### src/rtl/pipe_ctrl.sv
// pipe_ctrl: RV32I decode plus ID/EX, EX/MEM, MEM/WB control pipeline, EX branch resolution and hazard/forwarding control.
// Decode in ID reaches EX +1, MEM +2, WB +3 cycles; hazards hold PC/IF-ID and bubble ID/EX, a taken redirect overrides any stall.
module pipe_ctrl #(
  parameter bit FWD_EN   = 1'b1,
  parameter int ALU_OP_W = 4
) (
  input  logic                clk_i,
  input  logic                rst_i,
  input  logic [31:0]         instr_d_i,
  input  logic                instr_valid_i,
  input  logic                br_less_i,
  input  logic                br_equal_i,
  output logic                br_unsigned_o,
  output logic                br_sel_o,
  output logic                stall_f_o,
  output logic                stall_d_o,
  output logic                flush_d_o,
  output logic                flush_e_o,
  output logic                op_a_sel_e_o,
  output logic                op_b_sel_e_o,
  output logic [ALU_OP_W-1:0] alu_op_e_o,
  output logic [1:0]          fwd_a_o,
  output logic [1:0]          fwd_b_o,
  output logic                mem_wren_m_o,
  output logic                rd_wren_w_o,
  output logic [1:0]          wb_sel_w_o,
  output logic [4:0]          rd_addr_w_o,
  output logic                illegal_e_o
);

  localparam logic [6:0] OP_R      = 7'b0110011;
  localparam logic [6:0] OP_I      = 7'b0010011;
  localparam logic [6:0] OP_LOAD   = 7'b0000011;
  localparam logic [6:0] OP_STORE  = 7'b0100011;
  localparam logic [6:0] OP_BRANCH = 7'b1100011;
  localparam logic [6:0] OP_JAL    = 7'b1101111;
  localparam logic [6:0] OP_JALR   = 7'b1100111;
  localparam logic [6:0] OP_LUI    = 7'b0110111;
  localparam logic [6:0] OP_AUIPC  = 7'b0010111;

  localparam logic [ALU_OP_W-1:0] ALU_ADD    = ALU_OP_W'(0);
  localparam logic [ALU_OP_W-1:0] ALU_PASS_B = ALU_OP_W'(10);

  typedef struct packed {
    logic                rd_wren;
    logic                mem_wren;
    logic [1:0]          wb_sel;
    logic                op_a_sel;
    logic                op_b_sel;
    logic [ALU_OP_W-1:0] alu_op;
    logic                is_branch;
    logic                is_jump;
    logic                is_load;
    logic                illegal;
    logic [2:0]          funct3;
    logic [4:0]          rd;
    logic [4:0]          rs1;
    logic [4:0]          rs2;
  } ex_ctrl_t;

  typedef struct packed {
    logic       rd_wren;
    logic       mem_wren;
    logic [1:0] wb_sel;
    logic [4:0] rd;
  } mem_ctrl_t;

  typedef struct packed {
    logic       rd_wren;
    logic [1:0] wb_sel;
    logic [4:0] rd;
  } wb_ctrl_t;

  ex_ctrl_t  dec, ex_q;
  mem_ctrl_t mem_q;
  wb_ctrl_t  wb_q;
  logic      use_rs1, use_rs2;
  logic      br_taken, load_use, raw_stall, hazard;

  logic unused_instr_bits;
  assign unused_instr_bits = ^{instr_d_i[31], instr_d_i[29:25]};

  // funct3 -> ALU op; alt selects SUB/SRA.
  function automatic logic [ALU_OP_W-1:0] alu_fn(input logic [2:0] f3, input logic alt);
    case (f3)
      3'b000:  alu_fn = alt ? ALU_OP_W'(1) : ALU_OP_W'(0);
      3'b001:  alu_fn = ALU_OP_W'(2);
      3'b010:  alu_fn = ALU_OP_W'(3);
      3'b011:  alu_fn = ALU_OP_W'(4);
      3'b100:  alu_fn = ALU_OP_W'(5);
      3'b101:  alu_fn = alt ? ALU_OP_W'(7) : ALU_OP_W'(6);
      3'b110:  alu_fn = ALU_OP_W'(8);
      default: alu_fn = ALU_OP_W'(9);
    endcase
  endfunction

  always_comb begin
    dec     = '0;
    use_rs1 = 1'b0;
    use_rs2 = 1'b0;
    if (instr_valid_i) begin
      case (instr_d_i[6:0])
        OP_R: begin
          dec.rd_wren = 1'b1; use_rs1 = 1'b1; use_rs2 = 1'b1;
          dec.alu_op  = alu_fn(instr_d_i[14:12], instr_d_i[30]);
        end
        OP_I: begin
          dec.rd_wren = 1'b1; dec.op_b_sel = 1'b1; use_rs1 = 1'b1;
          dec.alu_op  = alu_fn(instr_d_i[14:12], (instr_d_i[14:12] == 3'b101) && instr_d_i[30]);
        end
        OP_LOAD: begin
          dec.rd_wren = 1'b1; dec.is_load = 1'b1; dec.wb_sel = 2'b01;
          dec.op_b_sel = 1'b1; use_rs1 = 1'b1; dec.alu_op = ALU_ADD;
        end
        OP_STORE: begin
          dec.mem_wren = 1'b1; dec.op_b_sel = 1'b1; use_rs1 = 1'b1; use_rs2 = 1'b1;
          dec.alu_op   = ALU_ADD;
        end
        OP_BRANCH: begin
          dec.is_branch = 1'b1; dec.funct3 = instr_d_i[14:12];
          dec.op_a_sel  = 1'b1; dec.op_b_sel = 1'b1; use_rs1 = 1'b1; use_rs2 = 1'b1;
          dec.alu_op    = ALU_ADD;
        end
        OP_JAL: begin
          dec.rd_wren = 1'b1; dec.is_jump = 1'b1; dec.wb_sel = 2'b10;
          dec.op_a_sel = 1'b1; dec.op_b_sel = 1'b1; dec.alu_op = ALU_ADD;
        end
        OP_JALR: begin
          dec.rd_wren = 1'b1; dec.is_jump = 1'b1; dec.wb_sel = 2'b10;
          dec.op_b_sel = 1'b1; use_rs1 = 1'b1; dec.alu_op = ALU_ADD;
        end
        OP_LUI: begin
          dec.rd_wren = 1'b1; dec.op_b_sel = 1'b1; dec.alu_op = ALU_PASS_B;
        end
        OP_AUIPC: begin
          dec.rd_wren = 1'b1; dec.op_a_sel = 1'b1; dec.op_b_sel = 1'b1; dec.alu_op = ALU_ADD;
        end
        default: dec.illegal = 1'b1;
      endcase
    end
    // Unused or x0 register fields are zeroed so they can never match in hazard/forward compares.
    dec.rd_wren = dec.rd_wren && (instr_d_i[11:7] != 5'd0);
    dec.rd      = dec.rd_wren ? instr_d_i[11:7] : 5'd0;
    dec.rs1     = use_rs1 ? instr_d_i[19:15] : 5'd0;
    dec.rs2     = use_rs2 ? instr_d_i[24:20] : 5'd0;
  end

  always_comb begin
    br_taken = ex_q.is_jump;
    if (ex_q.is_branch) begin
      case (ex_q.funct3)
        3'b000:         br_taken = br_equal_i;
        3'b001:         br_taken = !br_equal_i;
        3'b100, 3'b110: br_taken = br_less_i;
        3'b101, 3'b111: br_taken = !br_less_i;
        default:        br_taken = 1'b0;
      endcase
    end
  end

  assign load_use  = ex_q.is_load && ex_q.rd_wren &&
                     ((dec.rs1 == ex_q.rd) || (dec.rs2 == ex_q.rd));
  assign raw_stall = (ex_q.rd_wren  && ((dec.rs1 == ex_q.rd)  || (dec.rs2 == ex_q.rd))) ||
                     (mem_q.rd_wren && ((dec.rs1 == mem_q.rd) || (dec.rs2 == mem_q.rd)));
  assign hazard    = FWD_EN ? load_use : raw_stall;

  assign br_sel_o      = br_taken;
  assign br_unsigned_o = ex_q.is_branch && ex_q.funct3[1];
  assign stall_f_o     = hazard && !br_taken;
  assign stall_d_o     = hazard && !br_taken;
  assign flush_d_o     = br_taken;
  assign flush_e_o     = br_taken || hazard;

  function automatic logic [1:0] fwd_sel(input logic [4:0] rs, input mem_ctrl_t m, input wb_ctrl_t w);
    fwd_sel = 2'b00;
    if (FWD_EN && rs != 5'd0) begin
      if (m.rd_wren && m.rd == rs)      fwd_sel = 2'b01;
      else if (w.rd_wren && w.rd == rs) fwd_sel = 2'b10;
    end
  endfunction

  assign fwd_a_o = fwd_sel(ex_q.rs1, mem_q, wb_q);
  assign fwd_b_o = fwd_sel(ex_q.rs2, mem_q, wb_q);

  assign op_a_sel_e_o = ex_q.op_a_sel;
  assign op_b_sel_e_o = ex_q.op_b_sel;
  assign alu_op_e_o   = ex_q.alu_op;
  assign illegal_e_o  = ex_q.illegal;
  assign mem_wren_m_o = mem_q.mem_wren;
  assign rd_wren_w_o  = wb_q.rd_wren;
  assign wb_sel_w_o   = wb_q.wb_sel;
  assign rd_addr_w_o  = wb_q.rd;

  // ID/EX never holds: a stall always pairs with a bubble, so only the front end freezes.
  always_ff @(posedge clk_i) begin
    if (rst_i) begin
      ex_q  <= '0;
      mem_q <= '0;
      wb_q  <= '0;
    end else begin
      ex_q  <= flush_e_o ? '0 : dec;
      mem_q <= '{rd_wren: ex_q.rd_wren, mem_wren: ex_q.mem_wren, wb_sel: ex_q.wb_sel, rd: ex_q.rd};
      wb_q  <= '{rd_wren: mem_q.rd_wren, wb_sel: mem_q.wb_sel, rd: mem_q.rd};
    end
  end

endmodule

### config.mk
export PLATFORM = sky130hd
export DESIGN_NAME = pipe_ctrl
export DESIGN_NICKNAME = d
export VERILOG_FILES = /design/src/rtl/pipe_ctrl.sv
export SDC_FILE = /design/constraint.sdc
export NUM_CORES = 1
export LEC_CHECK = 0
export BUFFER_PORTS_ARGS = -buffer_cell sky130_fd_sc_hd__buf_2
export CORE_MARGIN = 5
export CORE_UTILIZATION = 51
export DETAILED_ROUTE_END_ITERATION = 8
export GPL_ROUTABILITY_DRIVEN = 0
export PLACE_DENSITY = 0.77
export SYNTH_ARGS = -nofsm -noshare
export SYNTH_HDL_FRONTEND = slang
export SYNTH_SLANG_ARGS = --single-unit
### constraint.sdc
create_clock -name clk_i -period 3.6 [get_ports clk_i]
set_input_delay 0.72 -clock clk_i [delete_from_list [all_inputs] [get_ports clk_i]]
set_output_delay 0.72 -clock clk_i [all_outputs]
set_load 0.02 [all_outputs]
After elaboration in Yosys (flattened, before gate mapping)
Cells that the tools add are included.
{"block": "classes", "add_sub_neg": 0, "mul": 0, "n_div": 0, "order_cmp": 0, "eq_ne": 26, "shifts": 0, "muxes": 32, "bitwise": 3, "reduce_logical": 33}
{"op": "4-bit case mux with 7 select lines", "count": 2}
{"op": "5-bit == test", "count": 6}
{"op": "3-bit == test, second input constant", "count": 7}
{"op": "7-bit by 6-bit == test with 1-bit output, second input constant", "count": 3}
{"op": "7-bit == test, second input constant", "count": 3}
{"op": "1-bit two-way mux", "count": 17}
{"op": "17-bit two-way mux", "count": 1}
{"op": "5-bit nonzero test", "count": 3}
{"op": "7-bit by 5-bit == test with 1-bit output, second input constant", "count": 2}
{"op": "2-bit two-way mux", "count": 6}
{"op": "4-bit case mux with 3 select lines", "count": 1}
{"op": "3-bit OR reduction", "count": 4}
{"op": "1-bit logical AND", "count": 10}
{"op": "5-bit two-way mux", "count": 2}
{"op": "9-bit OR reduction", "count": 1}
{"op": "2-bit OR reduction", "count": 4}
{"op": "8-bit OR reduction", "count": 1}
{"op": "7-bit by 2-bit == test with 1-bit output, second input constant", "count": 1}
{"op": "7-bit OR reduction", "count": 1}
{"op": "3-bit by 1-bit == test with 1-bit output, second input constant", "count": 2}
{"op": "3-bit by 2-bit == test with 1-bit output, second input constant", "count": 2}
{"op": "3-bit logical NOT", "count": 2}
{"op": "6-bit OR reduction", "count": 1}
{"op": "1-bit case mux with 4 select lines", "count": 1}
{"op": "6 further kinds", "count": 11}
{"block": "totals", "ff_bits": 49, "latchBits": 0, "ram_bits": 0, "rom_bits": 0, "in_bits": 37, "mem_count": 0}

Longest topological paths before layout
Gate-level depths: netlist of the first run.
{"block": "logic_depth", "word_depth": 10, "depth_mapped": 10, "ltp_nobuf": 6}

Worst setup path before layout of the first run
OpenSTA, ideal clock, no wires.
{"block": "synth_path", "path_type": "in2out", "from": "input port instr_d_i[6]", "to": "output port stall_f_o", "arrival_time_ns": 2.817, "required_ns": 2.880, "setup_slack_ns": 0.063, "cell_stages": 10, "path_buffers": 4, "path_cell_list": "buf_6 > and3b_1 > buf_2 > o21ai_2 > o21ai_0 > a2111oi_2 > a31o_4 > buf_6 > nor2b_1 > buf_4"}
{"block": "synth_between", "elab_chain_cells": 9}
{"element": "start, declared", "line": "9", "rtl": "input logic [31:0] instr_d_i,"}
{"element": "7-bit == test (tied with other cells)", "line": "102", "rtl": "case (instr_d_i[6:0])"}
{"element": "6-bit OR reduction (no source line) / 3-bit OR reduction (equally long branches)"}
{"element": "1-bit two-way mux", "line": "102"}
{"element": "1-bit two-way mux", "line": "101", "rtl": "if (instr_valid_i) begin"}
{"element": "5-bit two-way mux, on equally long branches", "line": "144, 145"}
{"element": "5-bit == test"}
{"element": "1-bit logical OR (*)"}
{"element": "1-bit logical AND (*)", "line": "161", "rtl": "assign load_use = ex_q.is_load && ex_q.rd_wren &&"}
{"element": "1-bit logical AND (*)"}
{"element": "end, declared", "line": "15", "rtl": "output logic stall_f_o,"}
Every way passes the cells marked *; elsewhere a longest branch is shown, timed or not.

Worst setup path in the final report of the first run
{"block": "layout_path", "from": "input port instr_d_i[5]", "to": "output port stall_d_o"}
{"block": "layout_between", "elab_chain_cells": 9}
{"element": "7-bit == test (tied with other cells)", "line": "102"}
{"element": "6-bit OR reduction (no source line) / 3-bit OR reduction (equally long branches)"}
{"element": "1-bit two-way mux", "line": "102"}
{"element": "1-bit two-way mux", "line": "101"}
{"element": "5-bit two-way mux, on equally long branches", "line": "144, 145"}
{"element": "5-bit == test"}
{"element": "1-bit logical OR (*)"}
{"element": "1-bit logical AND (*)", "line": "161"}
{"element": "1-bit logical AND (*)", "line": "170", "rtl": "assign stall_d_o = hazard && !br_taken;"}
{"element": "end, declared", "line": "16", "rtl": "output logic stall_d_o,"}
Marked as above.

==> summary.txt, run 1 <==
Floorplan
  – Starting density of the core: between 50% and 60%
  – Core area: 4790 µm²
  – Chip height: 80.5 µm
  – Die W: ~80 µm
  – Rows: 25
  – Die area: 6470 µm²
  – Ports: between 60 and 70

Clock tree
  – Clock transition at the registers of the reported paths: approximately 0.070 ns
  – CTS Buffer Depth: 2
  – CTS tree: done
  – Postcts setup bufs: 0
  – Clock Latency Late Sink: 0.29 ns
  – # resized after CTS: 0
  – Cts hold-fix bufs: 0
  – TritonCTS buffer count: 5
  – CTS root buf: clkbuf_8
  – Clock net sink count: 48
  – H-tree depth: 2

Global routing
  – Initial antenna violation count: 0
  – First-pass GRT wire length: 8.87 mm
  – Vias in the first global route: 1,907
  – GRT Total Usage: 17.3%
  – Global route overflow: 0
  – Pin count of the biggest net entering global routing: 36

Logic synthesis
  – FF+latch count, synth: 48
  – Synth area leaders: dfxtp_1, nor2b_1, nor4_1
  – Top cell type's share of synthesized area: 38.0%
  – Area leader, netlist: dfxtp_1
  – Mapped Area: about 2500 µm²
  – Cells after Synth: about 270
  – Post-synth EDFFs: 0
  – Post-synth ARST share: 0%
  – Count of different cell masters after synthesis: 55
  – Post-synth top cells: dfxtp_1, nor2_1, nor2b_1
  – Yosys warns: 0
  – Most common cell in the netlist: dfxtp_1
  – Primary FF master, synth: dfxtp_1
  – Avg Cell Area, Syn: 9.48 µm²
  – Post-Syn Nets: 304
  – Fraction of the yosys area taken by sequential cells: around 38%

Worst setup path
  – Worst-path cell with the longest stage delay: a2111oi_2
  – Arrival time worst endpoint: between 2 and 3 ns
  – CP most frequent cell: buf_2
  – Worst Setup SP: instr_d_i[5]
  – Largest stage delay, worst path: around 0.47 ns
  – Crit Reg-Reg Startpoint: ex_q[11]
  – Worst reg-to-reg path cell count: 7
  – Crit path capture type: primary output
  – Crit Reg-Reg Endpoint: ex_q[29]
  – Crit path max fanout: 11
  – R2R Setup Slk: ~1.3 ns
  – Crit path kind: input pin to primary output
  – CP endpoint: stall_d_o
  – Worst EP required: ~2.9 ns
  – Worst setup SP type: input pin
  – CP cell instances: buf_2 > and3b_1 > o21ai_2 > o21ai_0 > a2111oi_2 > a31o_4 > nor2b_1 > buf_2

Cells and area
  – Syn-to-layout area delta: 10.8%
  – Antenna Cells: 0
  – Filler cells: ~450
  – Post-layout nets: ~350
  – Post-Layout Cell Count: 379
  – Layout cells sized above 1: approximately 29%

Timing
  – Setup TNS: 0 ns
  – Endpoints failing hold: 0
  – RSZ-0062 raised after global routing: false
  – Highest Clock Rate: 0.303 GHz
  – Setup violators final: 0
  – Min Tclk post-route: 3.30 ns
  – Crit share post-route: around nine tenths
  – Worst Clk Skew: 0.00731 ns
  – Worst-Margin Slew: 0.556 ns
  – Slew Limit Headroom: 62.9%
  – Max Slew Vio Count: 0

Placement
  – Final HPWL DP: ~3.8 mm
  – Cell count after placement: 372
  – Port-buffer cells: 56

Routing
  – Drt first pass iters: 4
  – Post-DR vias/cell: ~5.4
  – Wire per inst: 13.4 µm
  – Residual DRC count: 0
  – Routed vias: approximately 2,000
  – Routed Antenna Nets: 0
  – Initial DRC Count: 67
  – WL final: 5.08 mm

Min path
  – Min-Delay Path Class: flip-flop to flip-flop

Pwr
  – P per Cell Area: roughly 320 nW/µm²
  – Static Leak: between 1 and 1.5 nW
  – Peak VDD IR: 165 µV

Outcome
  – Status: finished, final reports clean

Flow run
  – # Max-Cap Violations: 0
[critical path, delay by kind of cell]
kind            cells  cell delay [ns]
buf+inv             2             0.36
simple gates        2             0.36
compound gates      4             1.16
[where the power goes]
group          switching, mW  leakage, nW  internal, mW  total [mW]
combinational         0.0463        0.719        0.0345      0.0809
sequential           0.00170        0.387         0.533       0.534
clock                  0.160       0.0410         0.132       0.292
total                  0.208         1.15         0.699       0.908
[placed cells by master, fill, tap and decap left out, types with 2 or more instances in the layout]
cell | synthesis | layout
a2111oi_2 | 2 | 2
nor3b_1 | 2 | 2
buf_4 | 6 | 4
nand2_1 | 15 | 15
inv_1 | 2 | 2
a21oi_1 | 2 | 2
nor2b_1 | 20 | 20
o32ai_1 | 2 | 2
nor2_1 | 20 | 20
xnor2_1 | 13 | 13
nor4_2 | 9 | 9
or4_1 | 4 | 4
or2b_2 | 4 | 4
clkbuf_8 | 3 | 5
o2111ai_1 | 2 | 2
or2_2 | 2 | 2
buf_2 | 1 | 56
nand4_1 | 2 | 2
nor3_1 | 4 | 4
nand3_1 | 6 | 6
nor4_1 | 19 | 19
o21ai_0 | 8 | 8
nor4bb_1 | 3 | 3
nand2b_1 | 15 | 15
xor2_1 | 12 | 12
dfxtp_1 | 48 | 48
a31oi_1 | 5 | 5
[metrics by stage]
| stage | worst slack [ns] | utilization [%] | instance area (µm²) | power (mW) | hold slack (ns) |
|---|---|---|---|---|---|
| final | 0.301 | 58.6 | 2800 | 0.908 | 0.437 |
| after CTS | 0.288 | 58.6 | 2800 | 0.914 | 0.440 |
| after global routing | 0.170 | 58.6 | 2800 | 0.949 | 0.450 |
| after floorplan | 0.0626 | - | 2530 | 0.597 | 0.414 |
| after global placement | 0.402 | 57.0 | 2730 | 0.626 | 0.422 |
| after detailed placement | 0.356 | 57.0 | 2730 | 0.627 | 0.422 |
[logic make-up after synthesis]
| logic type | after synthesis | synth area share (%) |
|---|---|---|
| xor gates and xnor gates | 25 | 8.65 |
| AOI/OAI and AO/OA | 33 | 10.1 |
| DFF | 48 | 38.0 |
| muxes | 1 | 0.445 |
| and+or+nand+nor | 136 | 34.7 |
| buffers and inverters | 24 | 8.16 |
[how the worst min path moves through the flow]
stage               startpoint            end  slack [ns]  cells past startpoint
global route          ex_q[28]       mem_q[5]        0.45                      1
global placement      mem_q[6]  wb_sel_w_o[1]        0.42                      1
floorplan             ex_q[28]       mem_q[5]        0.41                      1
detailed placement    mem_q[5]  wb_sel_w_o[0]        0.42                      1
CTS                   mem_q[5]  wb_sel_w_o[0]        0.44                      1
finish                mem_q[5]  wb_sel_w_o[0]        0.44                      1
[flip-flops by register name, summed over array words and instances (netlist names)]
signal and count:
op_b_sel_e_o 1, rd_wren_w_o 1, op_a_sel_e_o 1, alu_op_e_o 4, illegal_e_o 1, wb_sel_w_o 2
rd_addr_w_o 5, ex_q 24, mem_q 8, mem_wren_m_o 1
[area by class of cell]
cell class / count / area (µm²) / area share, %
clock buffers: 6 / 72.6 / 2.59
flip-flops and latches: 48 / 961 / 34.3
inverters: 2 / 7.51 / 0.268
well taps: 67 / 83.8 / 2.99
repair buffers: 60 / 310 / 11.1
multi-input cells: 195 / 1360 / 48.6
clock inverters: 1 / 5.00 / 0.178
[per-layer routing]
metal	up-vias	track usage, %	part of all wire, %
met5	-	0	0
met4	0	7.26	1.8
met3	7	3.48	5.3
met2	51	27.6	48
met1	936	22.5	45
li1	1036	-	-
No activity file was read; power rests on OpenSTA's default activity.
==> run 2: changes to the inputs <==
Settings changed: CORE_ASPECT_RATIO set to 0.9.
==> run 2 against run 1 <==
  * Power rose by 9.8%
  * Routed wire length grew 1.6%
  * Maximum frequency increased by 0.93%
  * Non-clock buffer count did not move
  * Via count increased by 0.30%
  * Clock-buffer cell count stayed put
  * Critical endpoint unchanged
  * Largest cell class unchanged
==> summary.txt, run 2 (same netlist as run 1, synthesis figures left out) <==
Outcome
  – Status: finished, final reports clean

Timing
  – Worst-Margin Slew: 0.578 ns (+0.0223 ns)
  – RSZ-0062 raised after global routing: false
  – Min Tclk post-route: 3.27 ns (-0.0305 ns)
  – Setup violators final: 0 (unchanged)
  – Max Slew Vio Count: 0 (unchanged)
  – Crit share post-route: 90.8% (-0.85 points)
  – Hold WS: 0.439 ns (+0.00190 ns)
  – Setup TNS: 0 ns (unchanged)
  – Highest Clock Rate: 0.306 GHz (+0.93%)
  – Slew Limit Headroom: 61.4% (-1.5 points)
  – Worst Clk Skew: 0.00494 ns (-0.00237 ns)
  – Endpoints failing hold: 0 (unchanged)

Cells and area
  – Post-layout nets: 349 (unchanged)
  – Antenna Cells: 0 (unchanged)
  – Top reg by flops: ex_q
  – Most frequent cells in the layout: buf_2, dfxtp_1, nor2_1, nor2b_1, nor4_1
  – Largest register FFs: 24 (unchanged)
  – Commonest non-fill, non-tap cell in the layout: buf_2
  – Syn-to-layout area delta: 11.9%
  – Layout cells sized above 1: 29.1% (+0.23 points)
  – Fin area: 2830 µm² (+0.98%)
  – Post-Layout Cell Count: 378 (-0.26%)

Floorplan
  – Ports: 63 (unchanged)
  – Die W: 84.3 µm (+4.7%)
  – Core area: 4830 µm² (+1.0%)
  – Rows: 24 (-4.0%)
  – Chip height: 76.8 µm (-4.5%)
  – Starting density of the core: 52.4% (-0.53 points)
  – Die area: 6470 µm² (about the same)

Clock tree
  – CTS root buf: clkbuf_8
  – Clock transition at the registers of the reported paths: 0.08 ns (about the same)
  – CTS Buffer Depth: 2 (unchanged)
  – Clock net sink count: 48 (unchanged)
  – Cts hold-fix bufs: 0 (unchanged)
  – Postcts setup bufs: 0 (unchanged)
  – # resized after CTS: 0 (unchanged)
  – Clock Latency Late Sink: 0.30 ns (about the same)
  – H-tree depth: 2 (unchanged)
  – TritonCTS buffer count: 5 (unchanged)
  – CTS tree: done

Placement
  – Port-buffer cells: 56 (unchanged)
  – Cell count after placement: 370 (-0.54%)
  – Area post-placement: 2720 µm² (about the same)
  – Final HPWL DP: 3.88 mm (+1.2%)

Worst setup path
  – Worst EP required: 2.88 ns (about the same)
  – Worst setup SP type: input pin
  – CP cell instances: buf_2 > nand4bb_4 > or3_1 > buf_4 > o32ai_1 > a31o_4 > nor2b_1 > buf_2
  – Worst-path cell with the longest stage delay: or3_1
  – Critical Path Stages: 8 (unchanged)
  – Arrival time worst endpoint: 2.55 ns (-0.03 ns)
  – Critical path buffers and inverters: 3 (+1)
  – Worst Setup SP: instr_d_i[3]
  – Largest stage delay, worst path: 0.47 ns (about the same)
  – CP most frequent cell: buf_2
  – R2R Setup Slk: 1.32 ns (about the same)
  – CP endpoint: stall_d_o
  – Crit path kind: input pin to primary output
  – Crit Reg-Reg Endpoint: ex_q[3]
  – Worst reg-to-reg path cell count: 7 (unchanged)
  – Crit path max-delay family: simple AND/OR/NAND/NOR gates
  – Crit path capture type: primary output
  – Crit path max fanout: 7 (-4)
  – Crit Reg-Reg Startpoint: ex_q[11]

Global routing
  – Initial antenna violation count: 0 (unchanged)
  – GRT Total Usage: 15.8% (-1.4 points)
  – Pin count of the biggest net entering global routing: 36 (unchanged)
  – Global route overflow: 0 (unchanged)
  – Vias in the first global route: 1,827 (-4.2%)
  – First-pass GRT wire length: 8.43 mm (-5.0%)

Pwr
  – P per Cell Area: 352 nW/µm² (+8.7%)
  – Static Leak: 1.16 nW (+1.2%)
  – Flop pwr share: 53.6% (-5.3 points)
  – Sw Ratio: 22.4% (-0.58 points)
  – Internal: 0.773 mW (+11%)
  – Clock power frac: 38.1% (+5.9 points)
  – Psw: 0.223 mW (+7.0%)
  – Logic pwr share: 8.2% (-0.7 points)
  – Peak VDD IR: 152 µV (-7.6%)

Routing
  – Initial DRC Count: 79 (+18%)
  – Routed vias: 2,036 (+0.30%)
  – Post-DR vias/cell: 5.39 (+0.56%)
  – Drt first pass iters: 4 (unchanged)
  – Wire per inst: 13.7 µm (+1.8%)
  – Residual DRC count: 0 (unchanged)
  – Routed Antenna Nets: 0 (unchanged)
  – WL final: 5.16 mm (+1.6%)

Flow run
  – # Max-Cap Violations: 0 (unchanged)

Min path
  – Min-Delay Path Class: flip-flop to flip-flop
==> run 2: changes by cell type in the layout (fill, tap and decap cells not counted) <==
cell	change
bufinv_16	+1
==> run 2: routing by layer <==
| metal | vias up | global-route usage, % | share of wire, % |
|---|---|---|---|
| met3 | 9 | 3.64 | 5.8 |
| met2 | 61 | 24.5 | 46 |
| met1 | 927 | 21.2 | 47 |
| met4 | 0 | 6.27 | 1.8 |
| met5 | - | 0 | 0 |
| li1 | 1039 | - | - |
==> run 2: how the worst min path moves through the flow <==
stage,startpoint,to,slack (ns),cells after the start
after floorplan,ex_q[28],mem_q[5],0.41,1
after global placement,mem_q[6],wb_sel_w_o[1],0.42,1
after detailed placement,mem_q[5],wb_sel_w_o[0],0.42,1
after CTS,mem_q[5],wb_sel_w_o[0],0.44,1
after global routing,mem_q[5],wb_sel_w_o[0],0.45,1
final,mem_q[5],wb_sel_w_o[0],0.44,1
==> run 2: through the flow <==
step / setup WS [ns] / power [mW] / utilization (%)
after global routing: 0.203 / 1.04 / 58.6
final: 0.332 / 0.996 / 58.6
after CTS: 0.328 / 0.998 / 58.6
after global placement: 0.398 / 0.626 / 56.3
after floorplan: 0.0626 / 0.597 / -
after detailed placement: 0.332 / 0.628 / 56.3
==> run 2: layout make-up <==
class / instances / area, µm²
Clock buffer: 6 / 72.6
Clock inverter: 2 / 35.0
Fill cell: 441 / 2000
Inverter: 2 / 7.51
Multi-Input combinational cell: 195 / 1360
Sequential cell: 48 / 961
Tap cell: 65 / 81.3
Timing Repair Buffer: 60 / 310
==> run 2: power groups by stage <==
stage	sequential (mW)	combinational (mW)	clock, mW
6_report	0.534	0.0818	0.380
5_1_grt	0.535	0.0903	0.412
4_1_cts	0.534	0.0814	0.383
3_5_place_dp	0.547	0.0809	0
3_3_place_gp	0.547	0.0790	0
2_1_floorplan	0.548	0.0487	0
